==> src/rtl/spi_router.sv <==
// -----------------------------------------------------------------------------
// spi_router
// Routes one host-side SPI port to one of NCH downstream SPI channels.
// The host pins and the channel select are synchronised into clk, then a
// four-state FSM (IDLE / ACTIVE / BLOCK / GUARD) forwards sck, csn and mosi to
// the channel latched at the start of the frame. The selected channel's miso
// is returned on the host miso. Every output comes straight from a flop.
//
// Optional feature macro: SPI_ROUTER_BITCNT_EN
//   defined   -> adds output bit_cnt[15:0], a count of sck rising edges seen
//                while ACTIVE. It saturates at 16'hFFFF, clears when a frame
//                starts and holds its value after the frame ends.
//   undefined -> bit_cnt and its counter are absent.
//
// Ports
//   clk      in   system clock, all logic on the rising edge
//   reset    in   asynchronous, active-low reset
//   spi_sel  in   [SEL_W] host channel select (sampled when a frame starts)
//   sck      in   host SPI clock
//   csn      in   host SPI chip select, active low
//   mosi     in   host SPI data out
//   miso     out  registered host SPI data in
//   ch_sck   out  [NCH] per-channel SPI clock   (idle high)
//   ch_csn   out  [NCH] per-channel chip select (idle high)
//   ch_mosi  out  [NCH] per-channel data out    (idle high)
//   ch_miso  in   [NCH] per-channel data in
//   busy     out  FSM is not IDLE
//   sel_err  out  one-cycle pulse when a frame starts with an invalid select
//   bit_cnt  out  [16] sck rising edge count (SPI_ROUTER_BITCNT_EN only)
// -----------------------------------------------------------------------------
module spi_router #(
  parameter int NCH         = 4,
  parameter int SEL_W       = 2,
  parameter int SYNC_STAGES = 2,
  parameter int GUARD_CYC   = 4
) (
  input  logic             clk,
  input  logic             reset,
  input  logic [SEL_W-1:0] spi_sel,
  input  logic             sck,
  input  logic             csn,
  input  logic             mosi,
  output logic             miso,
  output logic [NCH-1:0]   ch_sck,
  output logic [NCH-1:0]   ch_csn,
  output logic [NCH-1:0]   ch_mosi,
  input  logic [NCH-1:0]   ch_miso,
  output logic             busy,
  output logic             sel_err
`ifdef SPI_ROUTER_BITCNT_EN
  ,
  output logic [15:0]      bit_cnt
`endif
);

  typedef enum logic [1:0] {
    ST_IDLE   = 2'd0,
    ST_ACTIVE = 2'd1,
    ST_BLOCK  = 2'd2,
    ST_GUARD  = 2'd3
  } state_e;

  // NCH in a width that can be compared against a zero-extended select.
  localparam logic [SEL_W:0] NCH_L      = (SEL_W+1)'(NCH);
  localparam bit             HAS_GUARD  = (GUARD_CYC > 0);
  localparam logic [7:0]     GUARD_LAST = (GUARD_CYC > 0) ? 8'(GUARD_CYC - 1) : 8'd0;

  // One-hot decode of a channel index; indices >= NCH decode to all zeros.
  function automatic logic [NCH-1:0] sel_dec(input logic [SEL_W-1:0] s);
    logic [NCH-1:0] oh;
    oh = '0;
    for (int i = 0; i < NCH; i++) begin
      oh[i] = (s == SEL_W'(i));
    end
    return oh;
  endfunction

  // ---------------------------------------------------------------------------
  // Input synchronisers
  // ---------------------------------------------------------------------------
  logic [SYNC_STAGES-1:0]            sck_sync_q;
  logic [SYNC_STAGES-1:0]            csn_sync_q;
  logic [SYNC_STAGES-1:0]            mosi_sync_q;
  logic [SYNC_STAGES-1:0][SEL_W-1:0] sel_sync_q;

  logic             sck_s;
  logic             csn_s;
  logic             mosi_s;
  logic [SEL_W-1:0] sel_s;
  logic             sel_ok_s;

  // Shift host pins and select through SYNC_STAGES flops; pins reset to idle-high.
  always_ff @(posedge clk or negedge reset) begin
    if (!reset) begin
      sck_sync_q  <= '1;
      csn_sync_q  <= '1;
      mosi_sync_q <= '1;
      sel_sync_q  <= '0;
    end else begin
      sck_sync_q  <= {sck_sync_q[SYNC_STAGES-2:0], sck};
      csn_sync_q  <= {csn_sync_q[SYNC_STAGES-2:0], csn};
      mosi_sync_q <= {mosi_sync_q[SYNC_STAGES-2:0], mosi};
      sel_sync_q  <= {sel_sync_q[SYNC_STAGES-2:0], spi_sel};
    end
  end

  assign sck_s    = sck_sync_q[SYNC_STAGES-1];
  assign csn_s    = csn_sync_q[SYNC_STAGES-1];
  assign mosi_s   = mosi_sync_q[SYNC_STAGES-1];
  assign sel_s    = sel_sync_q[SYNC_STAGES-1];
  assign sel_ok_s = ({1'b0, sel_s} < NCH_L);

  // ---------------------------------------------------------------------------
  // FSM
  // ---------------------------------------------------------------------------
  state_e           state_q,     state_d;
  logic [SEL_W-1:0] cur_sel_q,   cur_sel_d;
  logic [7:0]       guard_cnt_q, guard_cnt_d;

  // State register, latched select and guard counter.
  always_ff @(posedge clk or negedge reset) begin
    if (!reset) begin
      state_q     <= ST_IDLE;
      cur_sel_q   <= '0;
      guard_cnt_q <= 8'd0;
    end else begin
      state_q     <= state_d;
      cur_sel_q   <= cur_sel_d;
      guard_cnt_q <= guard_cnt_d;
    end
  end

  // Next-state logic; the select is only sampled in IDLE so it stays fixed for the frame.
  always_comb begin
    state_d     = state_q;
    cur_sel_d   = cur_sel_q;
    guard_cnt_d = guard_cnt_q;
    case (state_q)
      ST_IDLE: begin
        if (!csn_s) begin
          cur_sel_d = sel_s;
          if (sel_ok_s) begin
            state_d = ST_ACTIVE;
          end else begin
            state_d = ST_BLOCK;
          end
        end else begin
          state_d = ST_IDLE;
        end
      end
      ST_ACTIVE: begin
        if (csn_s) begin
          guard_cnt_d = 8'd0;
          if (HAS_GUARD) begin
            state_d = ST_GUARD;
          end else begin
            state_d = ST_IDLE;
          end
        end else begin
          state_d = ST_ACTIVE;
        end
      end
      ST_BLOCK: begin
        if (csn_s) begin
          state_d = ST_IDLE;
        end else begin
          state_d = ST_BLOCK;
        end
      end
      ST_GUARD: begin
        // csn falls here are deliberately ignored; IDLE re-evaluates csn_s afterwards.
        if (guard_cnt_q == GUARD_LAST) begin
          guard_cnt_d = 8'd0;
          state_d     = ST_IDLE;
        end else begin
          guard_cnt_d = guard_cnt_q + 8'd1;
          state_d     = ST_GUARD;
        end
      end
      default: begin
        state_d     = ST_IDLE;
        guard_cnt_d = 8'd0;
      end
    endcase
  end

  // ---------------------------------------------------------------------------
  // Outputs
  // ---------------------------------------------------------------------------
  logic [NCH-1:0] ch_sck_q,  ch_sck_d;
  logic [NCH-1:0] ch_csn_q,  ch_csn_d;
  logic [NCH-1:0] ch_mosi_q, ch_mosi_d;
  logic           miso_q,    miso_d;
  logic           busy_q,    busy_d;
  logic           sel_err_q, sel_err_d;
  logic [NCH-1:0] cur_hit_s;
  logic [NCH-1:0] new_hit_s;

  assign cur_hit_s = sel_dec(cur_sel_q);
  assign new_hit_s = sel_dec(sel_s);

  // Output decode. The IDLE->ACTIVE cycle already drives the new channel so
  // csn/sck/mosi reach the channel pins one register after the synchroniser.
  always_comb begin
    ch_sck_d  = '1;
    ch_csn_d  = '1;
    ch_mosi_d = '1;
    miso_d    = 1'b1;
    sel_err_d = 1'b0;
    busy_d    = (state_d != ST_IDLE);
    case (state_q)
      ST_IDLE: begin
        if (!csn_s && sel_ok_s) begin
          ch_csn_d  = ~new_hit_s;
          ch_sck_d  = ~new_hit_s | ({NCH{sck_s}}  & new_hit_s);
          ch_mosi_d = ~new_hit_s | ({NCH{mosi_s}} & new_hit_s);
        end else if (!csn_s) begin
          sel_err_d = 1'b1;
        end else begin
          sel_err_d = 1'b0;
        end
      end
      ST_ACTIVE: begin
        miso_d = |(ch_miso & cur_hit_s);
        // On csn_s rise every channel returns to idle-high in this same cycle.
        if (!csn_s) begin
          ch_csn_d  = ~cur_hit_s;
          ch_sck_d  = ~cur_hit_s | ({NCH{sck_s}}  & cur_hit_s);
          ch_mosi_d = ~cur_hit_s | ({NCH{mosi_s}} & cur_hit_s);
        end else begin
          ch_csn_d  = '1;
        end
      end
      default: begin
        miso_d = 1'b1;
      end
    endcase
  end

  // Output registers; reset forces every channel idle-high without a clock edge.
  always_ff @(posedge clk or negedge reset) begin
    if (!reset) begin
      ch_sck_q  <= '1;
      ch_csn_q  <= '1;
      ch_mosi_q <= '1;
      miso_q    <= 1'b1;
      busy_q    <= 1'b0;
      sel_err_q <= 1'b0;
    end else begin
      ch_sck_q  <= ch_sck_d;
      ch_csn_q  <= ch_csn_d;
      ch_mosi_q <= ch_mosi_d;
      miso_q    <= miso_d;
      busy_q    <= busy_d;
      sel_err_q <= sel_err_d;
    end
  end

  assign ch_sck  = ch_sck_q;
  assign ch_csn  = ch_csn_q;
  assign ch_mosi = ch_mosi_q;
  assign miso    = miso_q;
  assign busy    = busy_q;
  assign sel_err = sel_err_q;

`ifdef SPI_ROUTER_BITCNT_EN
  // ---------------------------------------------------------------------------
  // Bit counter
  // ---------------------------------------------------------------------------
  logic        sck_prev_q;
  logic [15:0] bit_cnt_q, bit_cnt_d;

  // Counts synchronised sck rising edges while ACTIVE; saturating.
  always_comb begin
    bit_cnt_d = bit_cnt_q;
    if ((state_q == ST_IDLE) && (state_d == ST_ACTIVE)) begin
      bit_cnt_d = 16'd0;
    end else if ((state_q == ST_ACTIVE) && sck_s && !sck_prev_q &&
                 (bit_cnt_q != 16'hFFFF)) begin
      bit_cnt_d = bit_cnt_q + 16'd1;
    end else begin
      bit_cnt_d = bit_cnt_q;
    end
  end

  // Edge-detect history and counter register.
  always_ff @(posedge clk or negedge reset) begin
    if (!reset) begin
      sck_prev_q <= 1'b1;
      bit_cnt_q  <= 16'd0;
    end else begin
      sck_prev_q <= sck_s;
      bit_cnt_q  <= bit_cnt_d;
    end
  end

  assign bit_cnt = bit_cnt_q;
`endif

endmodule

==> config.mk <==
export PLATFORM = sky130hd
export DESIGN_NAME = spi_router
export DESIGN_NICKNAME = d
export VERILOG_FILES = /design/src/rtl/spi_router.sv
export SDC_FILE = /design/constraint.sdc
export NUM_CORES = 1
export LEC_CHECK = 0
export CAP_MARGIN = 20
export CORE_MARGIN = 3
export CORE_UTILIZATION = 38
export CTS_BUF_LIST = sky130_fd_sc_hd__clkbuf_16
export DETAILED_ROUTE_END_ITERATION = 6
export RECOVER_POWER = 100
export SLEW_MARGIN = 20
export SYNTH_ARGS = -nofsm -noshare
export SYNTH_HDL_FRONTEND = slang
export SYNTH_SLANG_ARGS = --single-unit
export TNS_END_PERCENT = 20
==> constraint.sdc <==
create_clock -name clk -period 3.6 [get_ports clk]
set_clock_uncertainty 0.05 [all_clocks]
set_input_delay 0.72 -clock clk [delete_from_list [all_inputs] [get_ports clk]]
set_output_delay 0.72 -clock clk [all_outputs]
set_load 0.02 [all_outputs]
==> results of run 1 <==
## sequential cells by signal, summed over array words and instances, names as in the netlist
name	count
ch_sck	4
sck_sync_q	2
busy	1
ch_mosi	4
ch_csn	4
sel_sync_q	2
csn_sync_q	2
state_q	2
cur_sel_q	2
guard_cnt_q	8
sel_s	2
mosi_sync_q	2
miso	1
## final cells by class
cell class | instances | area (µm²)
inverters | 2 | 7.51
well taps | 46 | 57.6
multi-input cells | 72 | 465
flip-flops and latches | 36 | 925
fillers | 300 | 1630
clock inverters | 3 | 37.5
clock buffers | 5 | 125
repair buffers | 25 | 244
## cell families after synthesis
logic type	count (synthesis)	synth area share, %
adder cells (fa/ha/maj)	1	0.872
other	1	0.261
AND/OR/NAND/NOR	41	16.0
XOR/XNOR	1	0.610
multiplexers	7	5.23
AO/OA/AOI/OAI	21	9.85
buffers and inverters	6	2.70
flip-flops	36	64.4
## synthesized netlist by cell type, drive strengths merged (2+ instances only)
master and n:
nand4 2, nand3 4, nor2 4, o21ai 8, nor3b 3, nand2 9, dfrtp 17, or2 6
mux2 4, dfstp 19, and3 2, nand2b 2, nor3 4, mux2i 3, a21oi 2, o21a 2
buf 4, inv 2, a22o 3, a31oi 2, and3b 2
## power by group through the flow
stage | Combinational, mW | Clock (mW) | Sequential (mW)
floorplan | 0.198 | 0 | 0.579
global placement | 0.295 | 0 | 0.566
detailed placement | 0.299 | 0 | 0.570
CTS | 0.300 | 0.478 | 0.564
global route | 0.319 | 0.498 | 0.576
finish | 0.283 | 0.466 | 0.562
## per-stage QoR
stage               cell area, µm²  utilization [%]  hold slack [ns]  total power, mW
global placement              1710             48.9            0.286            0.861
global route                  1860             53.3            0.306             1.39
finish                        1860             53.3            0.295             1.31
CTS                           1870             53.6            0.297             1.34
detailed placement            1710             48.9            0.286            0.869
floorplan                     1440                -            0.281            0.777
## metal layers
metal | track usage [%] | vias to the layer above | share of wire, %
met5 | 0 | - | 0
met4 | 3.80 | 0 | 1.3
met3 | 5.49 | 5 | 6.4
li1 | - | 450 | -
met2 | 18.3 | 23 | 47
met1 | 15.0 | 449 | 45
## cell usage in the layout, fill, tap and decap left out
| cell | count |
|---|---|
| a211oi_1 | 1 |
| a21o_2 | 1 |
| a21oi_1 | 2 |
| a22o_2 | 3 |
| a31o_2 | 1 |
| a31oi_1 | 2 |
| and2_0 | 1 |
| and3_1 | 1 |
| and3_2 | 1 |
| and3b_1 | 2 |
| bufinv_16 | 1 |
| clkbuf_1 | 1 |
| clkbuf_16 | 5 |
| clkdlybuf4s50_1 | 3 |
| clkinv_1 | 2 |
| conb_1 | 1 |
| dfrtp_1 | 17 |
| dfstp_2 | 19 |
| dlygate4sd3_1 | 21 |
| ha_1 | 1 |
| inv_1 | 2 |
| mux2_2 | 4 |
| mux2i_1 | 3 |
| nand2_1 | 9 |
| nand2b_1 | 2 |
| nand3_1 | 4 |
| nand4_1 | 2 |
| nor2_1 | 4 |
| nor2b_1 | 1 |
| nor3_1 | 4 |
| nor3b_1 | 3 |
| nor4_1 | 1 |
| o2111ai_1 | 1 |
| o21a_1 | 2 |
| o21ai_0 | 7 |
| o21ai_1 | 1 |
| or2_2 | 6 |
| xor2_1 | 1 |
## worst min path at each step
stage	startpoint	end	slack [ns]	cells past startpoint
2_1_floorplan	sel_sync_q[0]	sel_s[0]	0.28	0
3_3_place_gp	sel_sync_q[1]	sel_s[1]	0.29	0
3_5_place_dp	sel_sync_q[1]	sel_s[1]	0.29	0
4_1_cts	sel_sync_q[1]	sel_s[1]	0.30	0
5_1_grt	sck_sync_q[0]	sck_sync_q[1]	0.31	0
6_report	sel_sync_q[1]	sel_s[1]	0.30	0
==> impl_results.md, run 1 <==
* Status: completed
* Worst slack after detailed placement at 1.44 ns
* Slew of the pin with the lowest slew margin at 0.890 ns
* CTS Root Cell: clkbuf_16
* Area fraction of the dominant cell type after synthesis at 34.8%
* Capturing instance or port of the critical path: ch_sck[0]
* FF-to-FF Start: guard_cnt_q[4]
* Data arrival time at the worst-slack endpoint at 1.45 ns
* Clock Pin Slew Worst Setup and Hold Paths at 0.05 ns
* Via count at 927
* Synth async-reset ratio at 100%
* Post-synth top area cell: dfstp_2
* Die Footprint at ~4600 µm²
* PnR worst setup slack at between 1 and 1.5 ns
* Startpoint types: flop
* # port buffers at 24
* Relative contribution of sequential cells to total power at between 40% and 50%
* Core area at 3490 µm²
* Switching power share of the total at 27.3%
* Maximum ir drop on the vdd rail at between 300 and 400 µV
* Postcts setup bufs at 0
* Count of flip-flops with a built-in enable after synthesis at 0
* Worst slew margin relative to its limit at about two fifths
* Final setup violation count at 0
* Register-to-register setup slack at 1.69 ns
* Leakage power of the design at 0.719 nW
* Global-route wire length before repair at 4000 µm
* Depth of the critical timing path with buffers and inverters included at 1
* Length of the first detailed-routing pass in iterations at 4
* Antenna violations before repair at 0
* Worst R2R End: guard_cnt_q[4]
* Row count at 21
* Post-Layout Cell Count at roughly 190
* Unrepaired setup endpoints after global routing: false
* Worst-path fanout max at 1
* Number of distinct library cells after synthesis at 35
* CTS tree: done
* # nets final at 154
* Leading post-synthesis cells by cell area: dfstp_2 (35%), dfrtp_1 (30%), mux2_2 (3.1%), or2_2 (2.6%), o21ai_0 (2.4%)
* Startpoint-to-endpoint class of the critical path: reg -> out
* Cell area after synthesis at roughly 1400 µm²
* Switching power total at around 360 µW
* Area growth from synthesis to layout at 29.7%
* Post-synthesis net count at 126
* Total of max-cap violations at 0
* H-Tree Level Count at 2
* Minimum clock period after layout at 2.22 ns
* Internal power at 952 µW
* Via count of the first global-routing pass at 901
* Sink count of the clock tree at 36
* Proportion of synthesized chip area in sequential cells at 64.4%
* Post-detailed-route DRC marker count at 0
* Total detailed-routing wirelength at 2220 µm
* Remaining number of nets flagged by the antenna check after routing at 0
* Achievable frequency at 0.451 GHz
* Count of final max-slew check failures at 0
* Yosys reg bits at 36
* Critical Path Sink Type: primary output
* Reg2Reg Depth at 4
* Starting Density at 41.1%
* Die Ht at 67.5 µm
* Count of final hold-check violations at 0
* Hold-fix buffer count after cts at 0
* Type of the tightest min-delay check: reg -> reg
* Final HPWL DP at 1600 µm
* Clock network fraction of total power at between 30% and 40%
* Biggest cell delay along the critical path at approximately 0.67 ns
* Initial DRC count at 36
* Endpoint required time on the critical path at approximately 2.8 ns
* Vias per std cell at 4.90
* Critical-path cell list: dlygate4sd3_1
* Power per standard cell area at 704 nW/µm²
* Slowest cell on the critical path: dlygate4sd3_1
* Final worst path period share at 61.5%
* Syn Area/Cell at roughly 13 µm²
* I/O pin count at 26
* Worst setup path startpoint: ch_sck[0]
* Total global routing track utilization at 11.9%
* Worst path bufs/invs at 1
* Dominant delay contributor by cell family on the critical path: buffers and inverters
* Warnings, synthesis at 0
* Max Buffers Root-to-Sink at 2
* Number of placed instances, taps included at 181
* Gate power share at 21.6%
* Mapped Cells at 114
* Die width at 67.5 µm
* GP Congestion at 0.718
* Primary FF master, synth: dfstp_2
* Post-cts resize count at 0
* Clock buffer count from CTS at 5
* Wire length per cell after detailed routing at around 12 µm
* Fraction of final layout cells with drive strength greater than 1 at approximately 29%
* Global route overflow at 0
* Setup TNS at 0 ns
* Clk Latency, worst-skew pair at 0.27 ns
* Pin count of the biggest net entering global routing at 22
* Antenna cells at 0
Power figures use the tool's default switching activity.
==> inputs of run 2 (changes only) <==
==> constraint.sdc (replaced) <==
create_clock -name clk -period 2.25 [get_ports clk]
set_clock_uncertainty 0.05 [all_clocks]
set_input_delay 0.45 -clock clk [delete_from_list [all_inputs] [get_ports clk]]
set_output_delay 0.45 -clock clk [all_outputs]
set_load 0.02 [all_outputs]
==> impl_results.md, run 2 (synthesis results as in run 1) <==
* Number of cells on the worst hold path at 0 (unchanged)
* Met1 global-route usage at 15.6% (+0.58 points)
* Total of max-cap violations at 0 (unchanged)
* Number of placed instances, taps included at 182 (+0.55%)
* Remaining number of nets flagged by the antenna check after routing at 0 (unchanged)
* Multi-input gate area at 465 µm² (unchanged)
* Length of the first detailed-routing pass in iterations at 4 (unchanged)
* Via count at 934 (+0.76%)
* Slowest cell on the critical path: dlygate4sd3_1
* Via count of the first global-routing pass at 848 (-5.9%)
* Area after DPL at 1720 µm² (+0.44%)
* GP Congestion at 0.757 (+5.4%)
* Endpoint required time on the critical path at 1.75 ns (-1.08 ns)
* Count of final hold-check violations at 0 (unchanged)
* CTS Root Cell: clkbuf_16
* Most crowded layer after global routing: met2
* Minimum clock period after layout at between 1.5 and 2 ns
* Startpoint-to-endpoint class of the critical path: reg -> out
* Critical-path cell list: dlygate4sd3_1
* Final worst path period share at 86.7%
* Hold-fix buffer count after cts at 0 (unchanged)
* Startpoint types: flop
* Power per standard cell area at 1090 nW/µm² (+55%)
* Max Buffers Root-to-Sink at 2 (unchanged)
* Global-route wire length before repair at 3860 µm (-3.6%)
* Row count at 21 (unchanged)
* Maximum ir drop on the vdd rail at 532 µV (+61%)
* Final setup violation count at 0 (unchanged)
* Commonest non-fill, non-tap cells in the layout: dlygate4sd3_1 (20), dfstp_2 (19), dfrtp_1 (17)
* Final HPWL DP at 1590 µm (-0.26%)
* Critical Path Sink Type: primary output
* Post-detailed-route DRC marker count at 0 (unchanged)
* Status: completed
* Antenna cells at 0 (unchanged)
* Area growth from synthesis to layout at 28.8%
* Clock Pin Slew Worst Setup and Hold Paths at 0.05 ns (about the same)
* Biggest cell delay along the critical path at 0.67 ns (about the same)
* Postcts setup bufs at 0 (unchanged)
* # port buffers at 24 (unchanged)
* Type of the tightest min-delay check: reg -> reg
* Leading cell type in the layout, fill and taps excluded: dlygate4sd3_1
* Register name with the most flops: guard_cnt_q
* Unrepaired setup endpoints after global routing: false
* CTS tree: done
* Data arrival time at the worst-slack endpoint at 1.45 ns (about the same)
* Antenna violations before repair at 0 (unchanged)
* Clk Latency, worst-skew pair at 0.27 ns (about the same)
* Vias per std cell at 4.92 (+0.22%)
* Worst-path fanout max at 1 (unchanged)
* Clock buffer count from CTS at 5 (unchanged)
* Die width at 67.5 µm (unchanged)
* Total detailed-routing wirelength at 2260 µm (+1.7%)
* Worst slew margin relative to its limit at 44.5% (+4.1 points)
* Die Ht at 67.5 µm (unchanged)
* Pin count of the biggest net entering global routing at 37 (+68%)
* Initial DRC count at 24 (-33%)
* Slew of the pin with the lowest slew margin at 0.832 ns (-0.0579 ns)
* Reg2Reg Depth at 5 (+1)
* Dominant delay contributor by cell family on the critical path: buffers and inverters
* Count of final max-slew check failures at 0 (unchanged)
* Worst path bufs/invs at 1 (unchanged)
* Starting Density at 41.1% (unchanged)
* Total global routing track utilization at 11.5% (-0.45 points)
* Core area at 3490 µm² (unchanged)
* Met3 layer usage reported by global route at 3.66% (-1.8 points)
* Global route overflow at 0 (unchanged)
* Fillers at 276 (-8.0%)
* Core Util, Final at 52.9% (-0.39 points)
* Fraction of final layout cells with drive strength greater than 1 at 30.6% (+1.9 points)
* I/O pin count at 26 (unchanged)
* Leakage power of the design at 0.718 nW (-0.20%)
* Depth of the critical timing path with buffers and inverters included at 1 (unchanged)
* # nets final at 155 (+0.65%)
* Post-Layout Cell Count at 190 (+0.53%)
* Storage cell area at 925 µm² (unchanged)
* Flip-flop count of the largest register, all copies and words added at 8 (unchanged)
* Area of all placed cells without fillers at 1850 µm² (-0.74%)
* Setup TNS at 0 ns (unchanged)
* Grt met2 use at 16.7% (-1.6 points)
* Tot Pwr at 2.01 mW (+53%)
* Post-cts resize count at 0 (unchanged)
* Wire length per cell after detailed routing at 11.9 µm (+1.1%)
* H-Tree Level Count at 2 (unchanged)
* Sink count of the clock tree at 36 (unchanged)
* Die Footprint at 4550 µm² (unchanged)
* Achievable frequency at 0.513 GHz
run 2: cell types whose count changed in the layout (fill, tap and decap cells not counted):
| cell | previous run | this run |
|---|---|---|
| clkinv_1 | 2 | 0 |
| clkinv_4 | 0 | 1 |
| clkdlybuf4s50_1 | 3 | 4 |
| dlygate4sd3_1 | 21 | 20 |
| bufinv_16 | 1 | 0 |
| clkinv_2 | 0 | 2 |
| clkbuf_2 | 0 | 1 |
run 2: worst paths after layout:
check / startpoint / to / slack (ns)
max: ch_sck[1] / ch_sck[1] / 0.30
min: sel_sync_q[0] / sel_s[0] / 0.30
max reg2reg: guard_cnt_q[4] / guard_cnt_q[4] / 0.47
min reg2reg: sel_sync_q[0] / sel_s[0] / 0.30
max in group asynchronous: reset / cur_sel_q[0] / 0.87
min in group asynchronous: reset / guard_cnt_q[6] / 0.76
run 2: layout make-up:
cell class / count / share of cell area (%)
flip-flops and latches: 36 / 50.0
multi-input cells: 72 / 25.2
repair buffers: 26 / 13.5
clock buffers: 5 / 6.77
well taps: 46 / 3.11
clock inverters: 3 / 1.02
inverters: 2 / 0.406
run 2: report_power, final:
| part | internal (mW) | switching, mW |
|---|---|---|
| sequential | 0.786 | 0.112 |
| combinational | 0.228 | 0.238 |
| clock | 0.407 | 0.240 |
| total | 1.42 | 0.590 |
run 2: metal layers:
layer	wire, µm	vias to the layer above	part of all wire (%)
li1	-	455	-
met1	1020	448	45
met3	155	2	6.9
met2	1060	29	47
met4	18	0	0.80
met5	0	-	0
run 2: metrics by stage:
stage                     hold WS [ns]  setup WS, ns
after floorplan                  0.104         0.831
after global placement           0.282         0.653
after detailed placement         0.285         0.650
after CTS                        0.297         0.360
after global routing             0.310         0.267
final                            0.295         0.299
